[config.mk]
export PLATFORM = sky130hd
export DESIGN_NAME = mpmc11_cmd_fifo
export DESIGN_NICKNAME = d
export VERILOG_FILES = /design/src/rtl/mpmc11_pkg.sv /design/src/rtl/mpmc11_fifo_ram.sv /design/src/rtl/mpmc11_cmd_fifo.sv
export SDC_FILE = /design/constraint.sdc
export NUM_CORES = 2
export LEC_CHECK = 0
export CORE_MARGIN = 4
export CORE_UTILIZATION = 45
export DETAILED_ROUTE_END_ITERATION = 8
export MAX_ROUTING_LAYER = met4
export SLEW_MARGIN = 0
export SYNTH_ARGS = -nofsm -noshare
export SYNTH_HDL_FRONTEND = slang
export SYNTH_SLANG_ARGS = --single-unit
[constraint.sdc]
create_clock -name clk -period 8.2 [get_ports clk]
set_input_delay 0.82 -clock clk [delete_from_list [all_inputs] [get_ports clk]]
set_output_delay 0.82 -clock clk [all_outputs]
set_load 0.05 [all_outputs]
[src/rtl/mpmc11_pkg.sv]
`default_nettype none
// +--------------------------------------------------------------------------+
// | mpmc11_pkg : shared constants and types for the mpmc11 controller  rev 1.0 |
// +--------------------------------------------------------------------------+
package mpmc11_pkg;

  localparam int MPMC11_FIFO_RST_BUSY = 8;

  typedef enum logic [1:0] {
    FIFO_RESET = 2'd0,
    FIFO_WARM  = 2'd1,
    FIFO_RUN   = 2'd2
  } mpmc11_fifo_rst_state_t;

endpackage
`default_nettype wire

[src/rtl/mpmc11_fifo_ram.sv]
`default_nettype none
// +--------------------------------------------------------------------------+
// | mpmc11_fifo_ram : 1W/1R array with registered, read-first output  rev 1.0 |
// +--------------------------------------------------------------------------+
module mpmc11_fifo_ram #(
  parameter int WID = 128,
  parameter int AW  = 5
) (
  input  logic           clk,
  input  logic           rst_n,
  input  logic           we,
  input  logic [AW-1:0]  waddr,
  input  logic [WID-1:0] wdata,
  input  logic           re,
  input  logic [AW-1:0]  raddr,
  output logic [WID-1:0] rdata
);

  logic [WID-1:0] mem [0:(1<<AW)-1];

  always_ff @(posedge clk) begin
    if (we) mem[waddr] <= wdata;
  end

  // Read-first: on a full-FIFO read+write to the same slot the old word is returned.
  always_ff @(posedge clk) begin
    if (!rst_n)  rdata <= '0;
    else if (re) rdata <= mem[raddr];
  end

endmodule
`default_nettype wire

[src/rtl/mpmc11_cmd_fifo.sv]
`default_nettype none
// +--------------------------------------------------------------------------+
// | mpmc11_cmd_fifo : synchronous command FIFO with reset-busy sequencer rev 1.0|
// +--------------------------------------------------------------------------+
module mpmc11_cmd_fifo
  import mpmc11_pkg::*;
#(
  parameter int WID          = 128,
  parameter int DEP          = 32,
  parameter int AFULL_MARGIN = 4,
  parameter int RST_BUSY     = MPMC11_FIFO_RST_BUSY
) (
  input  logic                   clk,
  input  logic                   rst_n,
  input  logic                   wr,
  input  logic [WID-1:0]         din,
  input  logic                   rd,
  output logic [WID-1:0]         dout,
  output logic                   valid,
  output logic                   empty,
  output logic                   full,
  output logic                   almost_full,
  output logic [$clog2(DEP):0]   count,
  output logic                   wr_rst_busy,
  output logic                   rd_rst_busy,
  output logic                   overflow,
  output logic                   underflow
);

  localparam int          AW    = $clog2(DEP);
  localparam int          CW    = (RST_BUSY > 1) ? $clog2(RST_BUSY) : 1;
  localparam logic [AW:0] ONE   = (AW+1)'(1);
  localparam logic [AW:0] DEPC  = (AW+1)'(DEP);
  localparam logic [AW:0] AF_TH = (AW+1)'(DEP - AFULL_MARGIN);

  mpmc11_fifo_rst_state_t st;
  logic [CW-1:0]          warm_cnt;
  logic [AW:0]            wp, rp, wp_nx, rp_nx, cnt_nx;
  logic                   wa, ra;

  assign ra     = rd && !rd_rst_busy && !empty;
  assign wa     = wr && !wr_rst_busy && (!full || ra);
  assign wp_nx  = wa ? wp + ONE : wp;
  assign rp_nx  = ra ? rp + ONE : rp;
  assign cnt_nx = wp_nx - rp_nx;

  // Reset-busy sequencer: write side opens one cycle before the read side.
  always_ff @(posedge clk) begin
    if (!rst_n) begin
      st          <= FIFO_RESET;
      warm_cnt    <= '0;
      wr_rst_busy <= 1'b1;
      rd_rst_busy <= 1'b1;
    end else begin
      case (st)
        FIFO_RESET: begin
          st       <= FIFO_WARM;
          warm_cnt <= CW'(RST_BUSY - 1);
        end
        FIFO_WARM: begin
          if (warm_cnt != '0) begin
            warm_cnt <= warm_cnt - CW'(1);
          end else if (wr_rst_busy) begin
            wr_rst_busy <= 1'b0;
          end else begin
            st          <= FIFO_RUN;
            rd_rst_busy <= 1'b0;
          end
        end
        default: ;
      endcase
    end
  end

  // Flags come from the next-state pointers so they track the pointers exactly.
  always_ff @(posedge clk) begin
    if (!rst_n) begin
      wp          <= '0;
      rp          <= '0;
      count       <= '0;
      empty       <= 1'b1;
      full        <= 1'b0;
      almost_full <= 1'b0;
      valid       <= 1'b0;
      overflow    <= 1'b0;
      underflow   <= 1'b0;
    end else begin
      wp          <= wp_nx;
      rp          <= rp_nx;
      count       <= cnt_nx;
      empty       <= (cnt_nx == '0);
      full        <= (cnt_nx == DEPC);
      almost_full <= (cnt_nx >= AF_TH);
      valid       <= ra;
      overflow    <= wr && !wr_rst_busy && !wa;
      underflow   <= rd && !rd_rst_busy && !ra;
    end
  end

  mpmc11_fifo_ram #(
    .WID (WID),
    .AW  (AW)
  ) u_ram (
    .clk   (clk),
    .rst_n (rst_n),
    .we    (wa),
    .waddr (wp[AW-1:0]),
    .wdata (din),
    .re    (ra),
    .raddr (rp[AW-1:0]),
    .rdata (dout)
  );

endmodule
`default_nettype wire

==> impl_metrics.py <==
metrics = {
    "grt": {
        "global_route_wire_length_before_repair_um": 580000,
        "first_global_vias": 77900,
        "groute.usage.overall_pct": 22.6,
        "gr_overflow_total": 0,
        "grt_start_max_net_pins": 147,
        "antenna_found_initial": 29,
    },
    "yosys": {
        "synth_cell_types": 53,
        "syn_area_um2": 161000,
        "avgSynthCellArea_um2": 23.0,
        "yosys_most_used_dff": "sky130_fd_sc_hd__edfxtp_1",
        "post_syn_nets": 7120,
        "synth-seq-cells": 4255,
        "synth_edf_count": 4096,
        "sequential_area_share_after_synthesis_pct": 78.6,
        "gate_count_of_the_mapped_netlist": 6975,
        "synth_warnings": 0,
        "async_flop_share_pct": 0,
    },
    "timing": {
        "drv_slew": 0,
        "period_share_pct": 53.5,
        "max-slew-margin-rel_pct": 6.58,
        "final.setup_skew_ps": 67.5,
        "setup_viol": 0,
        "fin_setup_tns_ps": 0,
        "time_the_final_worst_path_needs_with_i_o_delays_and_setup_ps": 4380,
        "tightestPinTransition_ps": 1400,
        "max_clock_freq_mhz": 228,
        "report.final.hold_viol_count": 0,
        "setup_repair_after_global_routing_missed_its_margin": "no",
    },
    "pwr": {
        "peakVddDrop_uv": 176,
        "cellPowerDensity_nw_per_um2": 238,
        "total_leakage_power_nw": 54.4,
    },
    "worst_setup_path": {
        "critPathKind": "input pin to flip-flop",
        "cp-startpoint": "rd",
        "critical-path-max-stage-delay_ps": 930,
        "timing.rr.start": "rd_rst_busy$_SDFFE_PN1P_",
        "cell_chain_of_the_critical_path": "clkdlybuf4s50_1 > or3b_2 > a21boi_2 > nand2_1 > nor2_4 > buf_4",
        "required_ps": 8750,
        "cp.buffers_inverters": 2,
        "critical_path_depth": 6,
        "crit_path_max_delay_cell_type": "sky130_fd_sc_hd__nor2_4",
        "worst_setup_path_start_kind": "input pin",
        "cp.arrival_ps": 4930,
        "critical-path-top-delay-family": "simple AND/OR/NAND/NOR gates",
        "timing.critical_path.to_type": "flip-flop",
        "reg2reg_depth": 5,
        "worstPathMaxFanout": 37,
    },
    "floorplanning": {
        "die_height_um": 605,
        "io_pins": 274,
        "coreArea_um2": 356000,
        "die-area_um2": 366000,
        "width_of_the_die_um": 605,
        "start_util_pct": 45.1,
        "std_cell_rows": 219,
    },
    "status": {
        "run_status": "finished clean",
    },
    "clocking": {
        "h-tree-depth": 5,
        "worst_setup_hold_path_clk_slew_ps": 70,
        "cts_root_buffer": "sky130_fd_sc_hd__clkbuf_16",
        "clock_latency_of_the_later_clocked_register_in_the_worst_skew_pair_ps": 980,
        "tritoncts": "yes",
        "post_cts.repair.setup_buffers": 0,
        "cts.hold.buffers_added": 0,
        "cts-resized-gates": 0,
        "tritoncts.num_buffers": 427,
        "number_of_sinks_handled_by_clock_tree_synthesis": 4255,
        "largest_buffer_count_on_any_clock_path": 4,
    },
    "final_layout": {
        "final_cell_mix": "sky130_fd_sc_hd__edfxtp_1 (4,096), sky130_fd_sc_hd__mux4_2 (975), sky130_fd_sc_hd__mux2i_1 (538), sky130_fd_sc_hd__clkbuf_16 (432), sky130_fd_sc_hd__clkdlybuf4s50_1 (266)",
        "final_core_density_pct": 51.6,
        "fin_area_um2": 184000,
        "layout-drive-gt1-share_pct": 23.3,
        "layout_commonest_cell": "sky130_fd_sc_hd__edfxtp_1",
        "area.growth.synth_to_final_pct": 14.4,
        "final-instance-count-excl-fill": 12600,
        "fin_nets": 7607,
    },
    "routing": {
        "drc_markers": 0,
        "detail_route.vias_per_cell": 5.96,
        "post_drt_wl_per_cell_um": 32.1,
        "drtAntennaViolNets": 0,
        "routed_wl_um": 404000,
        "drt-pass1-iter-count": 5,
        "number_of_violations_reported_at_the_end_of_detailed_routing_iteration_0": 7778,
        "vias": 75100,
    },
    "placement": {
        "port-buffer-count": 273,
        "hpwlAfterDp_um": 212000,
        "postPlaceCellArea_um2": 170000,
        "total_instance_count_after_detailed_placement": 11800,
        "finalWeightedCongestion": 0.781,
    },
    "worst_hold_path": {
        "timing.hold.worst.start": "rst_n",
        "worstHoldPathCells": 2,
        "worstHoldPathType": "input pin to flip-flop",
    },
    "run": {
        "max_cap_violations": 0,
    },
}
==> cell usage after synthesis, types with 23 or more instances <==
library cell	number	area, µm²
sky130_fd_sc_hd__clkbuf_1	150	563
sky130_fd_sc_hd__a32oi_1	23	201
sky130_fd_sc_hd__buf_2	185	926
sky130_fd_sc_hd__dfxtp_1	159	3180
sky130_fd_sc_hd__nand2_1	90	338
sky130_fd_sc_hd__o21ai_0	52	260
sky130_fd_sc_hd__mux2i_1	538	5390
sky130_fd_sc_hd__o22ai_1	93	582
sky130_fd_sc_hd__mux4_2	975	22000
sky130_fd_sc_hd__a32o_1	49	490
sky130_fd_sc_hd__buf_4	25	188
sky130_fd_sc_hd__edfxtp_1	4096	123000
sky130_fd_sc_hd__a22oi_1	215	1610
sky130_fd_sc_hd__o31a_1	24	210
sky130_fd_sc_hd__nor2_1	128	480
sky130_fd_sc_hd__buf_1	31	116
==> worst paths after layout <==
kind	to	slack, ps
worst min-delay path	wr_rst_busy$_SDFFE_PN1P_	250
worst max-delay path	u_ram.mem[2][14]$_DFFE_PP_	3820
worst max register to register	u_ram.mem[2][14]$_DFFE_PP_	3900
worst min register to register	u_ram.rdata[58]$_SDFFE_PN0P_	480
==> layer usage <==
| layer | vias up | GRT usage, % | part of all wire (%) |
|---|---|---|---|
| li1 | 30800 | - | - |
| met1 | 41100 | 29.7 | 40 |
| met2 | 2617 | 37.3 | 51 |
| met3 | 643 | 2.80 | 5.6 |
| met4 | 0 | 6.49 | 3.1 |
| met5 | - | - | 0 |
==> flip-flops by register name, indices dropped and copies added (netlist names), 2 cells and up <==
signal       cells
u_ram.mem     4096
u_ram.rdata    128
count            6
rp               6
wp               6
warm_cnt         3
st               2
==> area by class of cell <==
| cell class | instances | area, µm² |
|---|---|---|
| diodes | 15 | 37.5 |
| clock buffers | 573 | 11600 |
| clock inverters | 221 | 2250 |
| fillers | 27700 | 172000 |
| inverters | 13 | 51.3 |
| multi-input cells | 2314 | 32800 |
| flip-flops and latches | 4255 | 126000 |
| well taps | 4751 | 5940 |
| repair buffers | 451 | 4740 |
==> metrics by stage <==
stage                     hold WS (ps)  total power [mW]  setup WS, ps
after CTS                          138              44.0          3850
final                              245              43.6          3820
after global placement             452              24.8          2910
after floorplan                    437              24.4           462
after global routing               207              45.0          3650
after detailed placement           467              24.9          2830
==> kinds of logic (layout without fill, tap and decap cells) <==
family / after synthesis / after routing / synth area share [%]
flip-flops: 4255 / 4255 / 78.6
multiplexers: 1513 / 1513 / 17.0
AO/OA/AOI/OAI: 509 / 509 / 2.33
buffers and inverters: 406 / 1258 / 1.16
AND/OR/NAND/NOR: 266 / 266 / 0.706
adder cells (fa/ha/maj): 13 / 13 / 0.106
XOR/XNOR: 13 / 13 / 0.0888
other: 0 / 15 / 0
==> report_power, final <==
group          internal (mW)  switching [mW]  leakage [nW]
clock network           11.1            8.13          6.70
logic                  0.122           0.432          9.56
registers               23.8          0.0109          38.1
No activity file was read; power rests on OpenSTA's default activity.
